### src/rtl/serdesphy_rx_frame_sync.sv
// serdesphy_rx_frame_sync
// Frame synchroniser for the RX nibble stream in the 24 MHz domain.
// It hunts for SYNC_BYTE on any nibble boundary and then assembles bytes.
// The frame format is SYNC, LEN, LEN payload bytes, XOR checksum.
// Payload is forwarded before the checksum is verified. The verdict and the
// frame-lock status follow the checksum byte.
// Optional feature: define SERDESPHY_FRAME_SYNC_CNT_EN to add the saturating
// good_frame_cnt and bad_frame_cnt frame counters.
module serdesphy_rx_frame_sync #(
    parameter logic [7:0] SYNC_BYTE   = 8'hA5,
    parameter int         MAX_LEN     = 16,
    parameter int         LOCK_FRAMES = 2,
    parameter int         LOSS_FRAMES = 2
) (
    input  logic       clk_24m,
    input  logic       rst_24m,
    input  logic       enable,
    input  logic       resync,
    input  logic [3:0] nibble_in,
    input  logic       nibble_valid,
    output logic [7:0] byte_out,
    output logic       byte_valid,
    output logic       byte_sof,
    output logic       byte_eof,
    output logic       frame_ok,
    output logic       frame_err,
    output logic       sync_locked,
    output logic [1:0] fsm_state
`ifdef SERDESPHY_FRAME_SYNC_CNT_EN
    ,
    output logic [7:0] good_frame_cnt,
    output logic [7:0] bad_frame_cnt
`endif
);

    typedef enum logic [1:0] {
        ST_HUNT    = 2'd0,
        ST_LEN     = 2'd1,
        ST_PAYLOAD = 2'd2,
        ST_CHECK   = 2'd3
    } state_t;

    localparam logic [7:0] MAX_LEN_B = 8'(MAX_LEN);
    localparam logic [2:0] LOCK_B    = 3'(LOCK_FRAMES);
    localparam logic [2:0] LOSS_B    = 3'(LOSS_FRAMES);

    state_t     state_reg, state_next;
    // Only the low half of the byte window feeds the sync match, because the
    // incoming nibble supplies the other half. So only that half is stored.
    logic [3:0] win_lo_reg, win_lo_next;
    logic       phase_reg, phase_next;
    logic [3:0] hi_reg, hi_next;
    logic [7:0] remaining_reg, remaining_next;
    logic [7:0] csum_reg, csum_next;
    logic       first_reg, first_next;
    logic [2:0] good_run_reg, good_run_next;
    logic [2:0] bad_run_reg, bad_run_next;
    logic       locked_reg, locked_next;
    logic [7:0] byte_out_reg, byte_out_next;
    logic       byte_valid_reg, byte_valid_next;
    logic       sof_reg, sof_next;
    logic       eof_reg, eof_next;
    logic       ok_reg, ok_next;
    logic       err_reg, err_next;

    logic [7:0] window;
    logic [7:0] cur_byte;
    logic [2:0] good_inc;
    logic [2:0] bad_inc;

    assign window   = {win_lo_reg, nibble_in};
    assign cur_byte = {hi_reg, nibble_in};
    assign good_inc = (good_run_reg == 3'd7) ? 3'd7 : good_run_reg + 3'd1;
    assign bad_inc  = (bad_run_reg == 3'd7) ? 3'd7 : bad_run_reg + 3'd1;

    // State register: every output and piece of parsing context is registered here.
    always_ff @(posedge clk_24m) begin
        if (rst_24m) begin
            state_reg      <= ST_HUNT;
            win_lo_reg     <= 4'h0;
            phase_reg      <= 1'b0;
            hi_reg         <= 4'h0;
            remaining_reg  <= 8'h00;
            csum_reg       <= 8'h00;
            first_reg      <= 1'b0;
            good_run_reg   <= 3'd0;
            bad_run_reg    <= 3'd0;
            locked_reg     <= 1'b0;
            byte_out_reg   <= 8'h00;
            byte_valid_reg <= 1'b0;
            sof_reg        <= 1'b0;
            eof_reg        <= 1'b0;
            ok_reg         <= 1'b0;
            err_reg        <= 1'b0;
        end else begin
            state_reg      <= state_next;
            win_lo_reg     <= win_lo_next;
            phase_reg      <= phase_next;
            hi_reg         <= hi_next;
            remaining_reg  <= remaining_next;
            csum_reg       <= csum_next;
            first_reg      <= first_next;
            good_run_reg   <= good_run_next;
            bad_run_reg    <= bad_run_next;
            locked_reg     <= locked_next;
            byte_out_reg   <= byte_out_next;
            byte_valid_reg <= byte_valid_next;
            sof_reg        <= sof_next;
            eof_reg        <= eof_next;
            ok_reg         <= ok_next;
            err_reg        <= err_next;
        end
    end

    // Next-state logic: the sync hunt, byte assembly, frame parsing and lock tracking.
    always_comb begin
        state_next      = state_reg;
        win_lo_next     = win_lo_reg;
        phase_next      = phase_reg;
        hi_next         = hi_reg;
        remaining_next  = remaining_reg;
        csum_next       = csum_reg;
        first_next      = first_reg;
        good_run_next   = good_run_reg;
        bad_run_next    = bad_run_reg;
        locked_next     = locked_reg;
        byte_out_next   = byte_out_reg;
        byte_valid_next = 1'b0;
        sof_next        = 1'b0;
        eof_next        = 1'b0;
        ok_next         = 1'b0;
        err_next        = 1'b0;

        if (!enable || resync) begin
            // Abort without any verdict. Lock must be earned again from scratch.
            state_next     = ST_HUNT;
            win_lo_next    = 4'h0;
            phase_next     = 1'b0;
            hi_next        = 4'h0;
            remaining_next = 8'h00;
            csum_next      = 8'h00;
            first_next     = 1'b0;
            good_run_next  = 3'd0;
            bad_run_next   = 3'd0;
            locked_next    = 1'b0;
            if (!enable) begin
                byte_out_next = 8'h00;
            end
        end else if (nibble_valid) begin
            win_lo_next = nibble_in;
            if (state_reg == ST_HUNT) begin
                if (window == SYNC_BYTE) begin
                    state_next = ST_LEN;
                    phase_next = 1'b0;
                end
            end else if (!phase_reg) begin
                hi_next    = nibble_in;
                phase_next = 1'b1;
            end else begin
                phase_next = 1'b0;
                case (state_reg)
                    ST_LEN: begin
                        if (cur_byte == 8'h00 || cur_byte > MAX_LEN_B) begin
                            err_next    = 1'b1;
                            state_next  = ST_HUNT;
                            win_lo_next = 4'h0;
                        end else begin
                            remaining_next = cur_byte;
                            csum_next      = cur_byte;
                            first_next     = 1'b1;
                            state_next     = ST_PAYLOAD;
                        end
                    end
                    ST_PAYLOAD: begin
                        byte_out_next   = cur_byte;
                        byte_valid_next = 1'b1;
                        sof_next        = first_reg;
                        eof_next        = (remaining_reg == 8'd1);
                        first_next      = 1'b0;
                        csum_next       = csum_reg ^ cur_byte;
                        remaining_next  = remaining_reg - 8'd1;
                        if (remaining_reg == 8'd1) begin
                            state_next = ST_CHECK;
                        end
                    end
                    ST_CHECK: begin
                        if (cur_byte == csum_reg) begin
                            ok_next = 1'b1;
                        end else begin
                            err_next = 1'b1;
                        end
                        state_next  = ST_HUNT;
                        win_lo_next = 4'h0;
                    end
                    default: begin
                        state_next = ST_HUNT;
                    end
                endcase
            end

            // Lock hysteresis. Both run counters saturate at 7.
            if (ok_next) begin
                good_run_next = good_inc;
                bad_run_next  = 3'd0;
                if (good_inc >= LOCK_B) begin
                    locked_next = 1'b1;
                end
            end
            if (err_next) begin
                bad_run_next  = bad_inc;
                good_run_next = 3'd0;
                if (locked_reg && bad_inc >= LOSS_B) begin
                    locked_next = 1'b0;
                end
            end
        end
    end

    assign byte_out    = byte_out_reg;
    assign byte_valid  = byte_valid_reg;
    assign byte_sof    = sof_reg;
    assign byte_eof    = eof_reg;
    assign frame_ok    = ok_reg;
    assign frame_err   = err_reg;
    assign sync_locked = locked_reg;
    assign fsm_state   = state_reg;

`ifdef SERDESPHY_FRAME_SYNC_CNT_EN
    logic [7:0] good_cnt_reg;
    logic [7:0] bad_cnt_reg;

    // Lifetime frame statistics. Only rst_24m clears them.
    always_ff @(posedge clk_24m) begin
        if (rst_24m) begin
            good_cnt_reg <= 8'h00;
            bad_cnt_reg  <= 8'h00;
        end else begin
            if (ok_next && good_cnt_reg != 8'hFF) begin
                good_cnt_reg <= good_cnt_reg + 8'd1;
            end
            if (err_next && bad_cnt_reg != 8'hFF) begin
                bad_cnt_reg <= bad_cnt_reg + 8'd1;
            end
        end
    end

    assign good_frame_cnt = good_cnt_reg;
    assign bad_frame_cnt  = bad_cnt_reg;
`endif

endmodule

### config.mk
export PLATFORM = sky130hd
export DESIGN_NAME = serdesphy_rx_frame_sync
export DESIGN_NICKNAME = d
export VERILOG_FILES = /design/src/rtl/serdesphy_rx_frame_sync.sv
export SDC_FILE = /design/constraint.sdc
export NUM_CORES = 1
export LEC_CHECK = 0
export ABC_AREA = 1
export CAP_MARGIN = 20
export CORE_ASPECT_RATIO = 0.75
export CORE_MARGIN = 4
export CORE_UTILIZATION = 40
export CTS_BUF_LIST = sky130_fd_sc_hd__clkbuf_4 sky130_fd_sc_hd__clkbuf_8
export CTS_CLUSTER_DIAMETER = 200
export DETAILED_ROUTE_END_ITERATION = 8
export GPL_ROUTABILITY_DRIVEN = 0
export PLACE_DENSITY_LB_ADDON = 0.2
export SYNTH_ARGS = -nofsm -noshare
export SYNTH_HDL_FRONTEND = slang
export SYNTH_SLANG_ARGS = --single-unit
export TNS_END_PERCENT = 1
### constraint.sdc
create_clock -name clk_24m -period 2.2 [get_ports clk_24m]
set_clock_uncertainty 0.15 [all_clocks]
set_input_delay 0.44 -clock clk_24m [delete_from_list [all_inputs] [get_ports clk_24m]]
set_output_delay 0.44 -clock clk_24m [all_outputs]
set_load 0.05 [all_outputs]
Word level (Yosys, flattened, before mapping)
Cells that the tools add are included.
- flip-flop bits (word level): 48
- output and inout port bits: 16
- input bits: 9
- logic and storage cells: 110
- order comparisons: 3
- multiplexer cells: 48
- add/subtract/negate cells: 3
- equality and inequality tests: 13
- bitwise logic cells: 5
- reductions and logical operators: 22
- operators by type and width (operator ; number):
    two-way mux 8 bit ; 7
    one-hot mux 8 bit (2 select lines) ; 2
    two-way mux 1 bit ; 21
    two-way mux 3 bit ; 6
    two-way mux 4 bit ; 3
    nonzero test 2 bit ; 6
    two-way mux 2 bit ; 5
    AND reduction 5 bit ; 2
    equality test 8 x 1 -> 1 bit, second input constant ; 1
    equality test 8 bit ; 1
    equality test 8 bit, second input constant ; 1
    > comparator 8 x 5 -> 1 bit, second input constant ; 1
    logical NOT 8 bit ; 1
    one-hot mux 4 bit (2 select lines) ; 1
    subtractor 8 x 1 -> 8 bit, second input constant ; 1
    bitwise XOR 8 bit ; 1
    adder 3 x 1 -> 3 bit, second input constant ; 2
    equality test 3 bit, second input constant ; 2
    greater-or-equal comparator 3 x 2 -> 1 bit, second input constant ; 2
    inequality test 2 bit, second input constant ; 3
    OR reduction 6 bit ; 1
    OR reduction 5 bit ; 1
    equality test 2 bit, second input constant ; 2
    inverter 1 bit ; 4
    other kinds (14) ; 17

Longest topological paths before layout
- depth after elaboration: 10
- gate-level depth with buffers: 12
- mapped depth without buffers: 12

Worst setup path before layout
OpenSTA, ideal clock, no wires.
- kind: register to register
- start: register state_reg[0] (netlist: fsm_state[0])
- end: register remaining_reg[1]
- library setup time: 0.067 ns
- cell stages (with the launch flop): 11
- clock period less this slack: 2.154 ns
- required time: 1.983 ns
- arrival: 1.937 ns
- setup slack: 0.046 ns
- buffers on the path: 1
- cells stage by stage: dfxtp_1 -> inv_1 -> ha_1 -> nor2_4 -> inv_2 -> a211oi_4 -> nand2_4 -> inv_2 -> buf_6 -> nand2_2 -> a21oi_2
- longest elaborated chain between the ends: 3
- elaborated cells on any way between the ends: 8
- classes of those cells: eq/ne: 3; mux: 1; bitwise: 1; reduce/logical: 3
- RTL lines (item ; line ; RTL):
    start: declaration ; 47 ; state_t state_reg, state_next;
    start signal: assignment ; 96 ; state_reg <= state_next;
    equality test 2 x 1 -> 1 bit, or another cell as far along ; 161 ; case (state_reg)
    inequality test 2 bit (no source line), or another cell as far along ; - ;
    AND reduction 5 bit (no source line) ; - ;
    end signal: assignment ; 100 ; remaining_reg <= remaining_next;
    end: declaration ; 53 ; logic [7:0] remaining_reg, remaining_next;
Several ways; a longest one is shown, not always the timed one.
A chain may end at the register's enable or synchronous reset.

Worst setup path after layout
- start: register state_reg[0] (netlist: fsm_state[0])
- end: output port fsm_state[0]
- RTL lines (item ; line ; RTL):
    end: declaration ; 28 ; output logic [1:0] fsm_state
No word-level cell between the ends.

==> results.py <==
metrics = {
    "outcome": {
        "status": "completed",
    },
    "global_routing": {
        "grt-ovfl-total": 0,
        "grt_pass1_wl_mm": 10.1,
        "grt_max_degree": 25,
        "grt.total_usage_pct": 16.3,
        "grt_pass1_vias": 2082,
        "grt_antenna_before_repair": 0,
    },
    "timing": {
        "setup-violations-final": 0,
        "finalMaxSlewViolations": 0,
        "hold_ws_ns": 0.291,
        "max_slew_margin_pct": 66.4,
        "hold_viol": 0,
        "fin_setup_tns_ns": 0,
        "min_period_ns": 2.12,
        "max_slew.worst_pin.slew_ns": 0.503,
        "period_share_pct": 96.2,
        "fmax_mhz": 473,
        "rsz0062_at_grt": "false",
    },
    "detailed_routing": {
        "post-route-drc-count": 0,
        "vias": 2300,
        "routed_via_density": 4.87,
        "drt_iter0_drc": 158,
        "drt_pass1_iterations": 4,
        "wl_per_cell_um": 12.7,
        "wirelength_mm": 6.00,
        "drtAntennaViolNets": 0,
    },
    "synth": {
        "synth-edff-count": 0,
        "synth.most_common_cell": "nand2_1",
        "async_reset_ff_share_pct": 0,
        "synthSimpleGateAreaFrac_pct": 24.9,
        "synth_xor_area_share_pct": 1.03,
        "synth_ff_type": "dfxtp_1",
        "synth_top_family_by_area": "simple AND/OR/NAND/NOR gates",
        "synthAdderAreaFrac_pct": 4.41,
        "synth.top_cell.area_share_pct": 37.6,
        "ys_seq_area_share_pct": 37.6,
        "yosysTopAreaCell": "dfxtp_1",
        "synth_compound_area_share_pct": 20.3,
        "syn_avg_cell_area_um2": 7.10,
        "ys_top_cells_by_count": "nand2_1, inv_1, dfxtp_1, nor2_1, a21oi_1",
        "syn_area_um2": 2560,
        "yosys-top-cells-area": "dfxtp_1, nand2_1, inv_1",
        "ys_types": 35,
        "netlist_instances": 360,
        "yosys_warnings": 0,
        "syn-num-nets": 378,
        "synthMuxAreaShare_pct": 0,
        "ys_seq_elements": 48,
    },
    "placed_design": {
        "placed_cell_area_um2": 2950,
        "dp_hpwl_mm": 4.55,
        "port_buffers": 24,
    },
    "clocking": {
        "cts_buffers": 5,
        "cts_tree": "yes",
        "clock_path_buffers": 2,
        "post-cts-setup-buffers": 0,
        "root_buffer": "clkbuf_8",
        "path_clk_slew_ns": 0.09,
        "htreeDepth": 2,
        "clk_latency_ns": 0.31,
        "cts_hold_buf": 0,
        "cts.sinks": 48,
    },
    "hold_path": {
        "hold_path.class": "flop to flop",
    },
    "worst_setup_path": {
        "critPathLaunchType": "flop",
        "r2r_setup_slack_ns": 0.24,
        "path_buf_inv": 1,
        "crit_chain": "clkdlybuf4s50_1",
        "worstPathArrival_ns": 1.53,
        "cp-end-kind": "output port",
        "path_max_fanout": 4,
        "cp_top_family": "buffers and inverters",
        "critPathMaxStageDelay_ns": 0.83,
        "cp.required_ns": 1.61,
        "slowest_stage": "clkdlybuf4s50_1",
        "critPathKind": "flop to output port",
    },
    "die": {
        "dieWidth_um": 100,
        "die-area_um2": 7750,
        "start_util_pct": 42.6,
        "die_h_um": 77.2,
        "ios": 25,
        "fp.coreArea_um2": 6010,
        "core.rowCount": 24,
    },
    "cells_and_area": {
        "syn_to_final_growth_pct": 18.8,
        "fill_cells": 609,
        "final_area_um2": 3040,
        "diodes": 0,
        "nNetsFinal": 412,
        "drive_gt1_share_pct": 13.7,
        "utilization_pct": 50.6,
    },
    "job": {
        "maxCapViolCount": 0,
    },
    "power_and_ir_drop": {
        "vdd.ir_drop.worst_v": 0.000298,
        "power_mw": 1.48,
        "power_leakage_nw": 1.21,
        "power_density_nw_per_um2": 487,
    },
}
[layout make-up]
cell class	count	area, um2	area share [%]
well taps	78	97.6	3.21
repair buffers	39	375	12.4
clock inverters	2	12.5	0.412
clock buffers	5	68.8	2.27
inverters	60	226	7.45
multi-input cells	240	1300	42.7
flip-flops and latches	48	961	31.6
[placed cells by master, fill, tap and decap left out, types with 3 or more instances in the layout]
cell type and instances:
nand4_1 5, a21oi_2 5, clkdlybuf4s50_1 23, nor3_1 3, clkbuf_8 5, o21ai_1 8, dfxtp_1 48, inv_2 5
o21ai_0 21, ha_1 9, nand2_2 6, a21oi_1 27, buf_4 14, inv_1 54, o22ai_1 7, nor2_1 33
nand2_1 77, nand3_1 15, o21ai_2 5
[timing repair]
| item | CTS | global route |
|---|---|---|
| gates resized for setup | 0 | 2 |
| endpoints found under the hold margin | 0 | 0 |
| endpoints found under the setup margin | 0 | 2 |
[logic make-up after synthesis]
family,Yosys count
fa+ha+maj,9
buf+inv,72
simple gates,145
compound gates,83
xor+xnor,3
flops,48
[per-stage QoR]
step | cells | worst slack (ns)
floorplan | 360 | 0.0457
global placement | 465 | -0.0264
detailed placement | 465 | -0.0183
CTS | 472 | 0.0667
global route | 472 | 0.0263
finish | 472 | 0.0847
[where the power goes]
| group | internal (mW) | switching (mW) |
|---|---|---|
| clock network | 0.216 | 0.304 |
| registers | 0.869 | 0.000603 |
| logic | 0.0381 | 0.0522 |
| total | 1.12 | 0.357 |
[layer usage]
metal / vias up / part of all wire [%] / track usage (%)
met4: 0 / 1.5 / 5.25
met5: - / 0 / 0
met2: 53 / 38 / 22.6
li1: 1217 / - / -
met3: 8 / 5.8 / 3.54
met1: 1022 / 54 / 24.6
[final timing paths]
path	from	cells after the start	to
max	fsm_state[0]	1	fsm_state[0]
min	first_reg	2	byte_sof
max reg2reg	fsm_state[0]	10	good_run_reg[1]
min reg2reg	first_reg	2	byte_sof
No activity file was read; power rests on OpenSTA's default activity.
